$ cat src/rtl/layer56_argmax_target_pkg.sv
// Shared definitions for the layer-56 argmax / target generator.
// zero2one_t is an unsigned 8-bit fraction where 8'h00 is 0.0 and 8'hFF is 1.0.
// Defines the output count of layer 56 and the controller state encoding.
package layer56_argmax_target_pkg;

    localparam int N_LAYER56_OUT = 56;

    typedef logic [7:0] zero2one_t;

    localparam zero2one_t ZERO2ONE_MIN = 8'h00;
    localparam zero2one_t ZERO2ONE_MAX = 8'hFF;

    typedef enum logic [1:0] {
        ST_IDLE,
        ST_SCAN,
        ST_DONE
    } argmax_state_t;

endpackage

$ cat src/rtl/layer56_argmax_target_argmax_step.sv
// argmax_step: one combinational compare/update step of a running argmax.
// This step takes one element and its index, along with the current best value and its index.
// With ARGMAX_MARGIN_EN it also takes the current second-best value.
// It returns the updated best, best index and, with the macro, the updated second-best.
// Ports:
//   elem, idx          element under test and its index
//   best, best_idx     running maximum and its index
//   second             running second-best value (ARGMAX_MARGIN_EN only)
//   best_nx, best_idx_nx, second_nx  updated values
module argmax_step
    import layer56_argmax_target_pkg::*;
#(
    parameter int IW = 6
) (
    input  zero2one_t       elem,
    input  logic [IW-1:0]   idx,
    input  zero2one_t       best,
    input  logic [IW-1:0]   best_idx,
`ifdef ARGMAX_MARGIN_EN
    input  zero2one_t       second,
    output zero2one_t       second_nx,
`endif
    output zero2one_t       best_nx,
    output logic [IW-1:0]   best_idx_nx
);

    // A strictly greater element is required to take over, so an equal value
    // arriving later never displaces an earlier index.
    // The displaced best becomes the second-best. An element that ties the best
    // is no greater than the best but is at least the second. The plain
    // "greater than second" test therefore also records ties with best.
    always_comb begin
        best_nx     = best;
        best_idx_nx = best_idx;
`ifdef ARGMAX_MARGIN_EN
        second_nx   = second;
`endif
        if (elem > best) begin
            best_nx     = elem;
            best_idx_nx = idx;
`ifdef ARGMAX_MARGIN_EN
            second_nx   = best;
`endif
        end
`ifdef ARGMAX_MARGIN_EN
        else if (elem > second) begin
            second_nx = elem;
        end
`endif
    end

endmodule

$ cat src/rtl/layer56_argmax_target.sv
// layer56_argmax_target: snapshots the layer outputs and a label, then scans
// the outputs one per cycle to find the argmax (ties go to the lowest index).
// It reports pred/correct/label_err, produces a one-hot expected_out target
// and pulses learn when the layer should be trained on this sample.
// Optional macro ARGMAX_MARGIN_EN adds the following:
//   - second-best tracking
//   - the margin and confident outputs
//   - the MARGIN_THRESH parameter
//   - learning on correct but unconfident samples
// Ports:
//   clock, rst_n        clock, asynchronous active-low reset
//   start               begin a sample (accepted only when idle)
//   learn_req           allow a learn pulse for this sample
//   label               target class index
//   neuron_out          layer outputs to scan
//   busy                scanning or presenting a result
//   done                one-cycle result-valid pulse
//   pred, correct, label_err, expected_out  held results
//   learn               one-cycle training pulse
//   margin, confident   best minus second-best and its threshold test (macro only)
module layer56_argmax_target
    import layer56_argmax_target_pkg::*;
#(
    parameter int N_OUT = N_LAYER56_OUT,
`ifdef ARGMAX_MARGIN_EN
    parameter zero2one_t MARGIN_THRESH = zero2one_t'(ZERO2ONE_MIN + 1),
`endif
    localparam int IW = $clog2(N_OUT)
) (
    input  logic                    clock,
    input  logic                    rst_n,
    input  logic                    start,
    input  logic                    learn_req,
    input  logic [IW-1:0]           label,
    input  zero2one_t [N_OUT-1:0]   neuron_out,
    output logic                    busy,
    output logic                    done,
    output logic [IW-1:0]           pred,
    output logic                    correct,
    output logic                    label_err,
    output zero2one_t [N_OUT-1:0]   expected_out,
    output logic                    learn
`ifdef ARGMAX_MARGIN_EN
    ,
    output zero2one_t               margin,
    output logic                    confident
`endif
);

    argmax_state_t state, state_nx;

    zero2one_t [N_OUT-1:0] snap;
    logic [IW-1:0]         snap_label;
    logic                  snap_learn;
    logic [IW-1:0]         cnt;
    zero2one_t             best, best_nx;
    logic [IW-1:0]         best_idx, best_idx_nx;
`ifdef ARGMAX_MARGIN_EN
    zero2one_t             second, second_nx;
    zero2one_t             margin_nx;
    logic                  confident_nx;
`endif

    logic                  last_elem;
    logic                  err_nx;
    logic                  correct_nx;
    logic                  learn_nx;
    zero2one_t [N_OUT-1:0] expected_nx;

    argmax_step #(.IW(IW)) u_step (
        .elem        (snap[cnt]),
        .idx         (cnt),
        .best        (best),
        .best_idx    (best_idx),
`ifdef ARGMAX_MARGIN_EN
        .second      (second),
        .second_nx   (second_nx),
`endif
        .best_nx     (best_nx),
        .best_idx_nx (best_idx_nx)
    );

    // State register.
    always_ff @(posedge clock or negedge rst_n) begin
        if (!rst_n) begin
            state <= ST_IDLE;
        end else begin
            state <= state_nx;
        end
    end

    // The controller spends one cycle per element in SCAN, then one cycle in DONE.
    // DONE always returns to IDLE, so a start arriving in DONE is dropped.
    always_comb begin
        state_nx = state;
        case (state)
            ST_IDLE: if (start) state_nx = ST_SCAN;
            ST_SCAN: if (last_elem) state_nx = ST_DONE;
            ST_DONE: state_nx = ST_IDLE;
            default: state_nx = ST_IDLE;
        endcase
    end

    assign busy = (state != ST_IDLE);

    // Result values, computed from the final scan step, are ready to register
    // on the last SCAN cycle. The label check is widened by a bit so that an
    // N_OUT that is a power of two still compares correctly.
    always_comb begin
        last_elem  = (cnt == IW'(N_OUT - 1));
        err_nx     = ({1'b0, snap_label} >= (IW + 1)'(N_OUT));
        correct_nx = !err_nx && (best_idx_nx == snap_label);
`ifdef ARGMAX_MARGIN_EN
        margin_nx    = best_nx - second_nx;
        confident_nx = (margin_nx >= MARGIN_THRESH);
        learn_nx     = snap_learn && !err_nx && (!correct_nx || !confident_nx);
`else
        learn_nx     = snap_learn && !err_nx && !correct_nx;
`endif
        for (int i = 0; i < N_OUT; i++) begin
            expected_nx[i] = (!err_nx && snap_label == IW'(i)) ? ZERO2ONE_MAX : ZERO2ONE_MIN;
        end
    end

    // Snapshot on an accepted start, advance the argmax each SCAN cycle and
    // register the held results as the controller enters DONE.
    // The best value starts at the minimum with index 0. The scan includes element 0,
    // so the outcome is the same as seeding with element 0.
    always_ff @(posedge clock or negedge rst_n) begin
        if (!rst_n) begin
            snap         <= '0;
            snap_label   <= '0;
            snap_learn   <= 1'b0;
            cnt          <= '0;
            best         <= ZERO2ONE_MIN;
            best_idx     <= '0;
            done         <= 1'b0;
            learn        <= 1'b0;
            pred         <= '0;
            correct      <= 1'b0;
            label_err    <= 1'b0;
            expected_out <= {N_OUT{ZERO2ONE_MIN}};
`ifdef ARGMAX_MARGIN_EN
            second       <= ZERO2ONE_MIN;
            margin       <= ZERO2ONE_MIN;
            confident    <= 1'b0;
`endif
        end else begin
            done  <= 1'b0;
            learn <= 1'b0;
            case (state)
                ST_IDLE: begin
                    if (start) begin
                        snap       <= neuron_out;
                        snap_label <= label;
                        snap_learn <= learn_req;
                        cnt        <= '0;
                        best       <= ZERO2ONE_MIN;
                        best_idx   <= '0;
`ifdef ARGMAX_MARGIN_EN
                        second     <= ZERO2ONE_MIN;
`endif
                    end
                end
                ST_SCAN: begin
                    best     <= best_nx;
                    best_idx <= best_idx_nx;
`ifdef ARGMAX_MARGIN_EN
                    second   <= second_nx;
`endif
                    if (last_elem) begin
                        cnt          <= '0;
                        done         <= 1'b1;
                        learn        <= learn_nx;
                        pred         <= best_idx_nx;
                        correct      <= correct_nx;
                        label_err    <= err_nx;
                        expected_out <= expected_nx;
`ifdef ARGMAX_MARGIN_EN
                        margin       <= margin_nx;
                        confident    <= confident_nx;
`endif
                    end else begin
                        cnt <= cnt + IW'(1);
                    end
                end
                default: ;
            endcase
        end
    end

endmodule

$ cat config.mk
export PLATFORM = sky130hd
export DESIGN_NAME = layer56_argmax_target
export DESIGN_NICKNAME = d
export VERILOG_FILES = /design/src/rtl/layer56_argmax_target_pkg.sv /design/src/rtl/layer56_argmax_target_argmax_step.sv /design/src/rtl/layer56_argmax_target.sv
export SDC_FILE = /design/constraint.sdc
export NUM_CORES = 1
export LEC_CHECK = 0
export ABC_AREA = 1
export ABC_CLOCK_PERIOD_IN_PS = 8700
export BUFFER_PORTS_ARGS = -buffer_cell sky130_fd_sc_hd__buf_4
export CORE_AREA = 2 2 358 360
export DETAILED_ROUTE_END_ITERATION = 10
export DIE_AREA = 0 0 360 362
export PLACE_DENSITY = 0.38
export SYNTH_ARGS = -nofsm -noshare
export SYNTH_HDL_FRONTEND = slang
export SYNTH_SLANG_ARGS = --single-unit
$ cat constraint.sdc
create_clock -name clock -period 8.7 [get_ports clock]
set_input_delay 0.87 -clock clock [delete_from_list [all_inputs] [get_ports clock]]
set_output_delay 0.87 -clock clock [all_outputs]
set_load 0.01 [all_outputs]
---- After elaboration in Yosys (flattened, before gate mapping) ----
Index checks and enable logic that the tools add are counted.
word-level totals
  bits in registers ....................... 935
  input bits .............................. 458
  output and inout bits ................... 459
  logic and storage cells ................. 331
cells by class
  add/sub/neg operators ................... 1
  order comparisons ....................... 3
  equality and inequality tests ........... 61
  mux-type cells .......................... 73
  reduce and logical (&&, ||, !) cells .... 70
operator list
  operator               number
  $mux W8                59
  $eq A6 B6 Y1 const B   25
  $eq A6 B5 Y1 const B   16
  $logic_and A1 B1 Y1    59
  $bmux W8 S6            1
  $eq A6 B4 Y1 const B   8
  $eq A6 B3 Y1 const B   4
  $pmux W6 S2            2
  $mux W6                3
  $pmux W8 S2            1
  $eq A6 B2 Y1 const B   2
  $gt A8 B8 Y1           1
  $reduce_and A2 Y1      4
  $lt A6 B7 Y1 const B   1
  $add A6 B1 Y6 const B  1
  $eq A6 B1 Y1 const B   1
  $eq A6 B6 Y1           1
  $ge A6 B6 Y1 const B   1
  $logic_not A6 Y1       1
  $mux W1                4
  $mux W2                2
  $ne A2 B2 Y1 const B   2
  $pmux W2 S2            1
  $reduce_bool A2 Y1     2
  other kinds (5)        6

---- Logic depth before layout (Yosys ltp) ----
Gate-level depths: netlist (run 1).
  word-level depth ........................ 10
  mapped depth ............................ 30
  depth with buffers taken out ............ 28

---- Hierarchy ----
Synthesis (run 1) repeated with hierarchy kept, for this count alone.
unflattened totals
  cell total of the unflattened synthesis .. 3832
  area, all modules ....................... 28820.1 µm²
modules (own cells, without submodules)
  module                 times used  cells an instance  area each (µm²)  sequential area each (µm²)
  layer56_argmax_target  1           3751               28328.4          13588.0
  argmax_step            1           81                 491.7            0.0

---- Worst setup path after synthesis (run 1) ----
No wires, ideal clock.
  path type ............................... register to register
  start ................................... register cnt[0]
  end ..................................... register best[0]
  library setup time ...................... 0.066 ns
  arrival time ............................ 2.818 ns
  required time ........................... 8.634 ns
  setup slack ............................. 5.816 ns
  cell stages (with the launch flop) ...... 23
  buffers on the path ..................... 3
  period minus slack after synthesis ...... 2.884 ns
  path through ............................ dfrtp_1 buf_6 buf_12 buf_8 nor2_1 nor2_1 o21ai_2 o21ai_1 o211ai_1 nand2_1 nand2_1 nand4_1 nand2_1 inv_1 ha_1 nand2_1 nor2_2 nand4_2 nand2_4 nor2_2 nor2_1 nand2_1 nand2_1
between the ends
  cells in the longest elaborated chain, start to end .. 5
  elaborated cells on any way between the ends .. 7
  those cells by class .................... order compare: 1; eq/ne: 1; mux: 4; reduce/logical: 1
ends and longest elaborated chain
  element                             RTL line                                 source
  start: declaration                  layer56_argmax_target.sv:55              logic [IW-1:0] cnt;
  start signal: assignment            layer56_argmax_target.sv:184             cnt <= cnt + IW'(1);
  $bmux W8 S6 *                       layer56_argmax_target.sv:71              .elem (snap[cnt]),
  $mux W8 (implied by the code) *     layer56_argmax_target.sv:71
  $gt A8 B8 Y1                        layer56_argmax_target_argmax_step.sv:38  if (elem > best) begin
  $ne A2 B1 Y1 (no source line)       -
  $reduce_and A3 Y1 (no source line)  -
  end signal: assignment              layer56_argmax_target.sv:166             best <= best_nx;
  end: declaration                    layer56_argmax_target.sv:56              zero2one_t best, best_nx;
Every way passes the cells marked *; elsewhere a longest branch is shown, timed or not. The select of a mux whose other input is x is not followed.
A chain may end at the register's enable or synchronous reset.

---- Worst setup path after layout (run 1) ----
  start ................................... register cnt[1]
  end ..................................... register best[1]
Same word-level chain as after synthesis.

==> results of run 1 <==
## logic make-up after synthesis
group | synth area share [%]
simple gates | 26.20
compound gates | 9.484
buf+inv | 14.95
fa+ha+maj | 0.4049
xor+xnor | 0.09450
flops | 48.86
## placed cells by master (no fill, tap or decap), types with 2 or more instances in the layout
cell	n
inv_2	4
clkbuf_8	17
nand2_4	2
buf_4	932
dfrtp_1	539
dfrtp_4	3
nor2_1	265
ha_1	9
o221ai_1	70
a21oi_1	4
nand2_1	1535
diode_2	3
o21ai_0	271
nand4_1	3
xor2_1	3
inv_8	2
clkinv_16	2
inv_1	41
or2_0	2
nand3_1	81
clkbuf_16	73
o21ai_1	24
clkinv_2	9
bufinv_16	3
nor2_2	2
nor2_4	2
clkinvlp_4	2
clkbuf_1	17
o22ai_1	24
o31ai_1	8
clkinv_8	2
o211ai_1	39
buf_12	5
## power groups by stage
stage / logic (mW) / registers (mW) / clock network [mW]
final: 0.240 / 2.53 / 3.05
after global routing: 0.260 / 2.52 / 3.26
after CTS: 0.249 / 2.53 / 3.15
after detailed placement: 0.249 / 2.57 / 0
after global placement: 0.247 / 2.57 / 0
after floorplan: 0.00000684 / 2.57 / 0
## per-stage QoR
stage / total power [mW] / hold slack, ps / area, µm² / setup slack (ps)
6_report: 5.814 / 168.6 / 35470 / 3544
2_1_floorplan: 2.572 / 443.6 / 27810 / 5816
3_5_place_dp: 2.820 / 460.0 / 33060 / 3482
4_1_cts: 5.930 / 169.6 / 35470 / 3445
3_3_place_gp: 2.819 / 459.7 / 33060 / 3536
5_1_grt: 6.048 / 185.4 / 35470 / 3085
## final cells by class
type / instances / share of cell area (%)
Sequential cell: 543 / 38.34
Multi-Input combinational cell: 2352 / 28.39
Timing Repair Buffer: 938 / 20.05
Clock buffer: 107 / 5.989
Tap cell: 1662 / 5.862
Clock inverter: 21 / 0.7901
Inverter: 48 / 0.5573
Antenna cell: 3 / 0.02116
## flip-flops by register name (all words and copies together) (netlist names)
name          count
best              8
best_idx          6
cnt               6
correct           1
done              1
expected_out     56
label_err         1
learn             1
pred              6
snap            448
snap_label        6
snap_learn        1
state             2
## metal layers
layer	up-vias	global-route usage (%)	share of wire, %
li1	11710	-	-
met4	4	5.907	3.2
met5	-	0	0.027
met1	12010	21.90	41
met3	153	3.030	4.7
met2	787	31.47	51
## worst min path at each step
stage	from	end	slack [ps]
floorplan	snap[110]	snap[110]	440
global placement	snap[279]	snap[279]	460
detailed placement	snap[236]	snap[236]	460
CTS	rst_n	snap[402]	170
global route	rst_n	snap[410]	190
finish	rst_n	snap[410]	170
==> results.json, run 1 <==
{
  "status": "finished clean",
  "insertion_delay_ps": 650,
  "cts_sinks": 543,
  "cts_hold_buf": 0,
  "multi_input_area_mm2": 0.01007,
  "cp-startpoint": "cnt[1]",
  "numPortBuffers": 916,
  "synthesis.nets": 4013,
  "maxCapViolCount": 0,
  "yosys-top-cells-area": "dfrtp_1, nand2_1, buf_4",
  "hp-class": "in -> async",
  "ys_seq_area_share_pct": 48.86,
  "hold_violations": 0,
  "vdd_drop_max_uv": 126.1,
  "firstDrtPassIters": 5,
  "power_switching_mw": 1.364,
  "dp.cells": 5543,
  "syn_inst": 3546,
  "grt_start_max_net_pins": 179,
  "crit_fanout": 57,
  "post-dp-hpwl_um": 85680,
  "cp-start-kind": "flop",
  "synthArstFlopShare_pct": 100.0,
  "final_cells": 5674,
  "grt-ovfl-total": 0,
  "synth_commonest_cells": "nand2_1, dfrtp_1, buf_4, o21ai_0, nor2_1",
  "ant_nets": 0,
  "dr_total_vias": 24660,
  "r2r-end": "best[1]",
  "remaining_drc_errors": 0,
  "htreeDepth": 3,
  "ys.flop_type": "dfrtp_1",
  "antenna_found_initial": 8,
  "path_common_cell": "nand2_1",
  "synth-seq-cells": 543,
  "start_util_pct": 21.95,
  "slowest_delay_ps": 750,
  "cts-resized-gates": 0,
  "slowest_stage": "dfrtp_4",
  "worstReg2RegStart": "cnt[1]",
  "grt_pass1_wl_um": 172000,
  "clkPwrFrac_pct": 52.4,
  "wire_per_inst_um": 21.25,
  "max_slew_margin_pct": 31.21,
  "tightest_slew_ps": 1032,
  "ctsLongestPathBuffers": 3,
  "power_frac_seq_pct": 43.5,
  "synth_area_mm2": 0.02781,
  "worstPathCellList": "inv_4 -> buf_4 -> nor2_1 -> o21ai_0 -> o211ai_1 -> o211ai_1 -> nand2_1 -> nand2_1 -> nand4_1 -> nand2_1 -> inv_1 -> ha_1 -> nand2_1 -> nor2_2 -> nand4_2 -> nand2_4 -> nor2_2 -> nor2_1 -> nand2_1 -> nand2_1",
  "grt_pass1_vias": 24810,
  "yosysTopAreaCellShare_pct": 48.86,
  "p_leak_nw": 19.41,
  "layout.nets": 4422,
  "layout-drive-gt1-share_pct": 26.71,
  "synth_top_cell_by_area": "dfrtp_1",
  "avgSynthCellArea_um2": 7.843,
  "cpLargestDelayFamily": "simple AND/OR/NAND/NOR gates",
  "swShare_pct": 23.45,
  "rsz0062_at_grt": "no",
  "critical_path_depth": 20,
  "routed_wl_um": 120600,
  "grt.total_usage_pct": 17.82,
  "final_core_util_pct": 28.00,
  "crit_arrival_ps": 5730,
  "synth_cell_types": 38,
  "die_height_um": 362,
  "area_delta_synth_final_pct": 27.55,
  "r2r_setup_slack_ps": 3540,
  "routed_via_density": 4.346,
  "rr_worst_depth": 20,
  "cts_tree": "yes",
  "pwr-share-comb_pct": 4.1,
  "critPathRequiredTime_ps": 9280,
  "cts_setup_buffers": 0,
  "ys.warnings.count": 0,
  "clock-skew-final_ps": 26.39,
  "num_rows": 131,
  "internal_power_mw": 4.451,
  "root_buffer": "clkbuf_16",
  "yosysMostFrequentCell": "nand2_1",
  "fill_cells": 13810,
  "regArea_mm2": 0.01360,
  "slew_violations": 0,
  "initialDrtViolationCount": 1523,
  "period_minus_slack_ps": 5156,
  "die_w_um": 360,
  "cellPowerDensity_mw_per_mm2": 163.9,
  "crit_path_end": "best[1]",
  "fmaxAchievable_mhz": 194.0,
  "crit_type": "reg -> reg",
  "post-route-period-util_pct": 59.26,
  "finalSetupViolations": 0,
  "numCtsBuffers": 72,
  "setup_tns_ps": 0,
  "core_area_mm2": 0.1267,
  "ios": 917,
  "clk_pin_slew_ps": 60,
  "gp_congestion": 0.7798,
  "critPathBufInv": 3,
  "die_area_mm2": 0.1303,
  "synth_edf_count": 0,
  "endpoint_kind": "flop"
}
Power figures use the tool's default switching activity.
==> run 2: changes to the inputs <==
--- a/config.mk
+++ b/config.mk
@@ -5,13 +5,13 @@
 export SDC_FILE = /design/constraint.sdc
 export NUM_CORES = 1
 export LEC_CHECK = 0
-export ABC_AREA = 1
-export ABC_CLOCK_PERIOD_IN_PS = 8700
+export ABC_AREA = 0
+export ABC_CLOCK_PERIOD_IN_PS = 4350
 export BUFFER_PORTS_ARGS = -buffer_cell sky130_fd_sc_hd__buf_4
-export CORE_AREA = 2 2 358 360
+export CORE_AREA = 2 2 355 357
 export DETAILED_ROUTE_END_ITERATION = 10
-export DIE_AREA = 0 0 360 362
-export PLACE_DENSITY = 0.38
+export DIE_AREA = 0 0 357 359
+export PLACE_DENSITY = 0.4
 export SYNTH_ARGS = -nofsm -noshare
 export SYNTH_HDL_FRONTEND = slang
 export SYNTH_SLANG_ARGS = --single-unit
==> constraint.sdc (replaced) <==
create_clock -name clock -period 4.35 [get_ports clock]
set_input_delay 0.435 -clock clock [delete_from_list [all_inputs] [get_ports clock]]
set_output_delay 0.435 -clock clock [all_outputs]
set_load 0.01 [all_outputs]
==> run 2 against run 1 <==
  * Total power rose by 100%
  * Via count fell by 7.5%
  * Sequential share of layout area fell by 3.6 points
  * Clock skew rose by 9.7 ps
  * Count of clock-buffer cells in the layout fell by 14
  * First-iteration DRC count fell by 15%
  * Non-clock buffer count rose by 363
  * Worst hold slack got worse by 140 ps
  * Critical endpoint is now learn
==> results.json, run 2 <==
{
  "status": "finished clean",
  "cts_tree": "yes",
  "die_w_um": 357,
  "critical_path_depth": 16,
  "root_buffer": "clkbuf_16",
  "internal_power_mw": 9.118,
  "initialDrtViolationCount": 1292,
  "remaining_drc_errors": 0,
  "core_area_mm2": 0.1246,
  "area_delta_synth_final_pct": 43.43,
  "clk_pin_slew_ps": 60,
  "layout-drive-gt1-share_pct": 34.71,
  "regArea_mm2": 0.01360,
  "grt.total_usage_pct": 16.81,
  "ys_seq_area_share_pct": 49.78,
  "synthesis.nets": 3409,
  "post-dp-hpwl_um": 84070,
  "gp_congestion": 0.7861,
  "hold_depth": 3,
  "tightest_slew_ps": 956.6,
  "synth_area_mm2": 0.02730,
  "swShare_pct": 23.25,
  "wire_per_inst_um": 20.35,
  "largest_register_ffs": 448,
  "design_area_mm2": 0.03915,
  "post-route-period-util_pct": 98.04,
  "yosysTopAreaCellShare_pct": 49.78,
  "power_switching_mw": 2.762,
  "r2r_setup_slack_ps": 90,
  "power_frac_seq_pct": 42.5,
  "placed_cell_area_mm2": 0.03355,
  "ys.flop_type": "dfrtp_1",
  "critPathRequiredTime_ps": 4880,
  "synth_edf_count": 0,
  "dp.cells": 5036,
  "start_util_pct": 21.91,
  "dr_total_vias": 22820,
  "p_total_mw": 11.88,
  "ios": 917,
  "numPortBuffers": 916,
  "layout.nets": 4228,
  "avgSynthCellArea_um2": 9.278,
  "synth_top_cell_by_area": "dfrtp_1",
  "htreeDepth": 3,
  "ant_nets": 0,
  "hold_violations": 0,
  "clock-skew-final_ps": 36.05,
  "synthArstFlopShare_pct": 100.0,
  "routed_via_density": 4.173,
  "insertion_delay_ps": 650,
  "final_cells": 5468,
  "crit_fanout": 6,
  "endpoint_kind": "flop",
  "cellPowerDensity_mw_per_mm2": 303.4,
  "mostFrequentLayoutCells": "nand2_1, buf_4, dfrtp_1, dlygate4sd3_1, mux4_2",
  "maxCapViolCount": 0,
  "yosys-top-cells-area": "dfrtp_1, nand2_1, mux4_2",
  "grt_pass1_wl_um": 158800,
  "worstPathCellList": "buf_4 -> clkbuf_16 -> buf_4 -> mux4_2 -> mux4_2 -> a211oi_2 -> buf_4 -> a21oi_1 -> ha_1 -> a211oi_2 -> o22ai_2 -> nor3_4 -> o21ai_2 -> a21oi_2 -> o2111ai_2 -> o2111a_1",
  "slew_violations": 0,
  "synth-seq-cells": 543,
  "crit_type": "reg -> reg",
  "cp-start-kind": "flop",
  "regMostFlops": "snap",
  "mostFrequentLayoutCell": "nand2_1",
  "clkPwrFrac_pct": 51.9,
  "antenna_found_initial": 4,
  "grt_start_max_net_pins": 184,
  "crit_arrival_ps": 4790,
  "ctsLongestPathBuffers": 3,
  "die_area_mm2": 0.1282,
  "fmaxAchievable_mhz": 234.5,
  "path_common_cell": "buf_4",
  "max_slew_margin_pct": 36.22,
  "synth_commonest_cells": "nand2_1, dfrtp_1, buf_4, mux4_2, clkbuf_1",
  "multi_input_area_mm2": 0.01017,
  "rsz0062_at_grt": "yes",
  "period_minus_slack_ps": 4265,
  "cts_sinks": 543,
  "pwr-share-comb_pct": 5.6,
  "fill_cells": 12990,
  "ys.warnings.count": 0,
  "grt-ovfl-total": 0,
  "num_rows": 130,
  "slowest_stage": "dfrtp_4",
  "vdd_drop_max_uv": 231.6,
  "routed_wl_um": 111200,
  "p_leak_nw": 20.43,
  "finalSetupViolations": 0,
  "slowest_delay_ps": 510,
  "rr_worst_depth": 16,
  "critPathBufInv": 4,
  "yosysMostFrequentCell": "nand2_1",
  "largest_registers": "snap (448), expected_out (56), best (8)",
  "firstDrtPassIters": 5,
  "synth_cell_types": 44,
  "numCtsBuffers": 70,
  "hp-class": "in -> reg",
  "die_height_um": 359,
  "grt_pass1_vias": 23480,
  "cpLargestDelayFamily": "compound AO/OA/AOI/OAI gates",
  "syn_inst": 2942
}
[run 2: cell types whose count changed after synthesis, moves of 29 or more]
| cell | previous run | this run |
|---|---|---|
| o21ai_0 | 271 | 4 |
| nand2_1 | 1536 | 1460 |
| nand3_1 | 81 | 13 |
| nor2_1 | 265 | 15 |
| mux4_2 | 0 | 133 |
| buf_2 | 56 | 13 |
| o211ai_1 | 39 | 0 |
| o21ai_1 | 24 | 53 |
| o221ai_1 | 70 | 5 |
| inv_1 | 42 | 13 |
[run 2: logic make-up after synthesis]
group / after synthesis / synth area share [%]
multiplexers: 151 / 11.63
buffers and inverters: 573 / 13.51
adder cells (fa/ha/maj): 9 / 0.4125
AO/OA/AOI/OAI: 136 / 3.163
XOR/XNOR: 4 / 0.1284
flip-flops: 543 / 49.78
AND/OR/NAND/NOR: 1526 / 21.37
[run 2: worst paths after layout]
path / endpoint / startpoint
max: learn / cnt[0]
min: snap[75] / neuron_out[75]
max reg2reg: learn / cnt[0]
min reg2reg: snap[182] / snap[182]
max in group asynchronous: expected_out[206] / rst_n
min in group asynchronous: snap[351] / rst_n
[run 2: power groups by stage]
stage               logic, mW  clock network (mW)  registers (mW)
global route            0.723                6.57            5.05
CTS                     0.684                6.38            5.05
floorplan             0.00466                   0            5.14
global placement        0.480                   0            5.14
detailed placement      0.482                   0            5.14
finish                  0.668                6.16            5.05
[run 2: repair_timing]
action | CTS | global route
resized for setup | 4 | 36
hold endpoints to repair | 329 | 1
hold buffers | 266 | 1
gates cloned | 0 | 3
endpoints found under the setup margin | 2 | 10
buffers inserted | 0 | 33
pin swaps | 0 | 7
[run 2: layout make-up]
cell class	count	area share (%)
antenna	1	0.006392
clock buffer	93	5.002
clock inverter	35	1.211
inverter	19	0.1822
multi-input combinational	1826	25.98
sequential	543	34.74
tap	1650	5.273
timing repair buffer	1301	27.61
[run 2: worst reg2reg max path, stage by stage (launching register included)]
cell and delay [ps]:
dfrtp_4 510, buf_4 170, clkbuf_16 160, buf_4 140
mux4_2 420, mux4_2 500, a211oi_2 220, buf_4 160
a21oi_1 60, ha_1 340, a211oi_2 220, o22ai_2 140
nor3_4 350, o21ai_2 120, a21oi_2 190, o2111ai_2 170
o2111a_1 270
[run 2: per-layer routing]
| layer | GRT usage [%] | routed length (µm) | up-vias |
|---|---|---|---|
| met5 | 0 | 0 | - |
| li1 | - | - | 10720 |
| met3 | 2.518 | 4630 | 165 |
| met2 | 30.80 | 58600 | 703 |
| met4 | 6.352 | 4319 | 0 |
| met1 | 19.53 | 43700 | 11230 |
[run 2: stage by stage]
step	utilization, %	worst slack (ps)	setup TNS (ps)	hold slack (ps)
global placement	26.93	8.594	0	454.4
finish	31.42	85.20	0	31.76
detailed placement	26.93	-61.37	-81.72	457.4
CTS	31.03	7.610	0	0.1210
floorplan	-	438.4	0	139.4
global route	31.42	-104.5	-261.3	0.7958
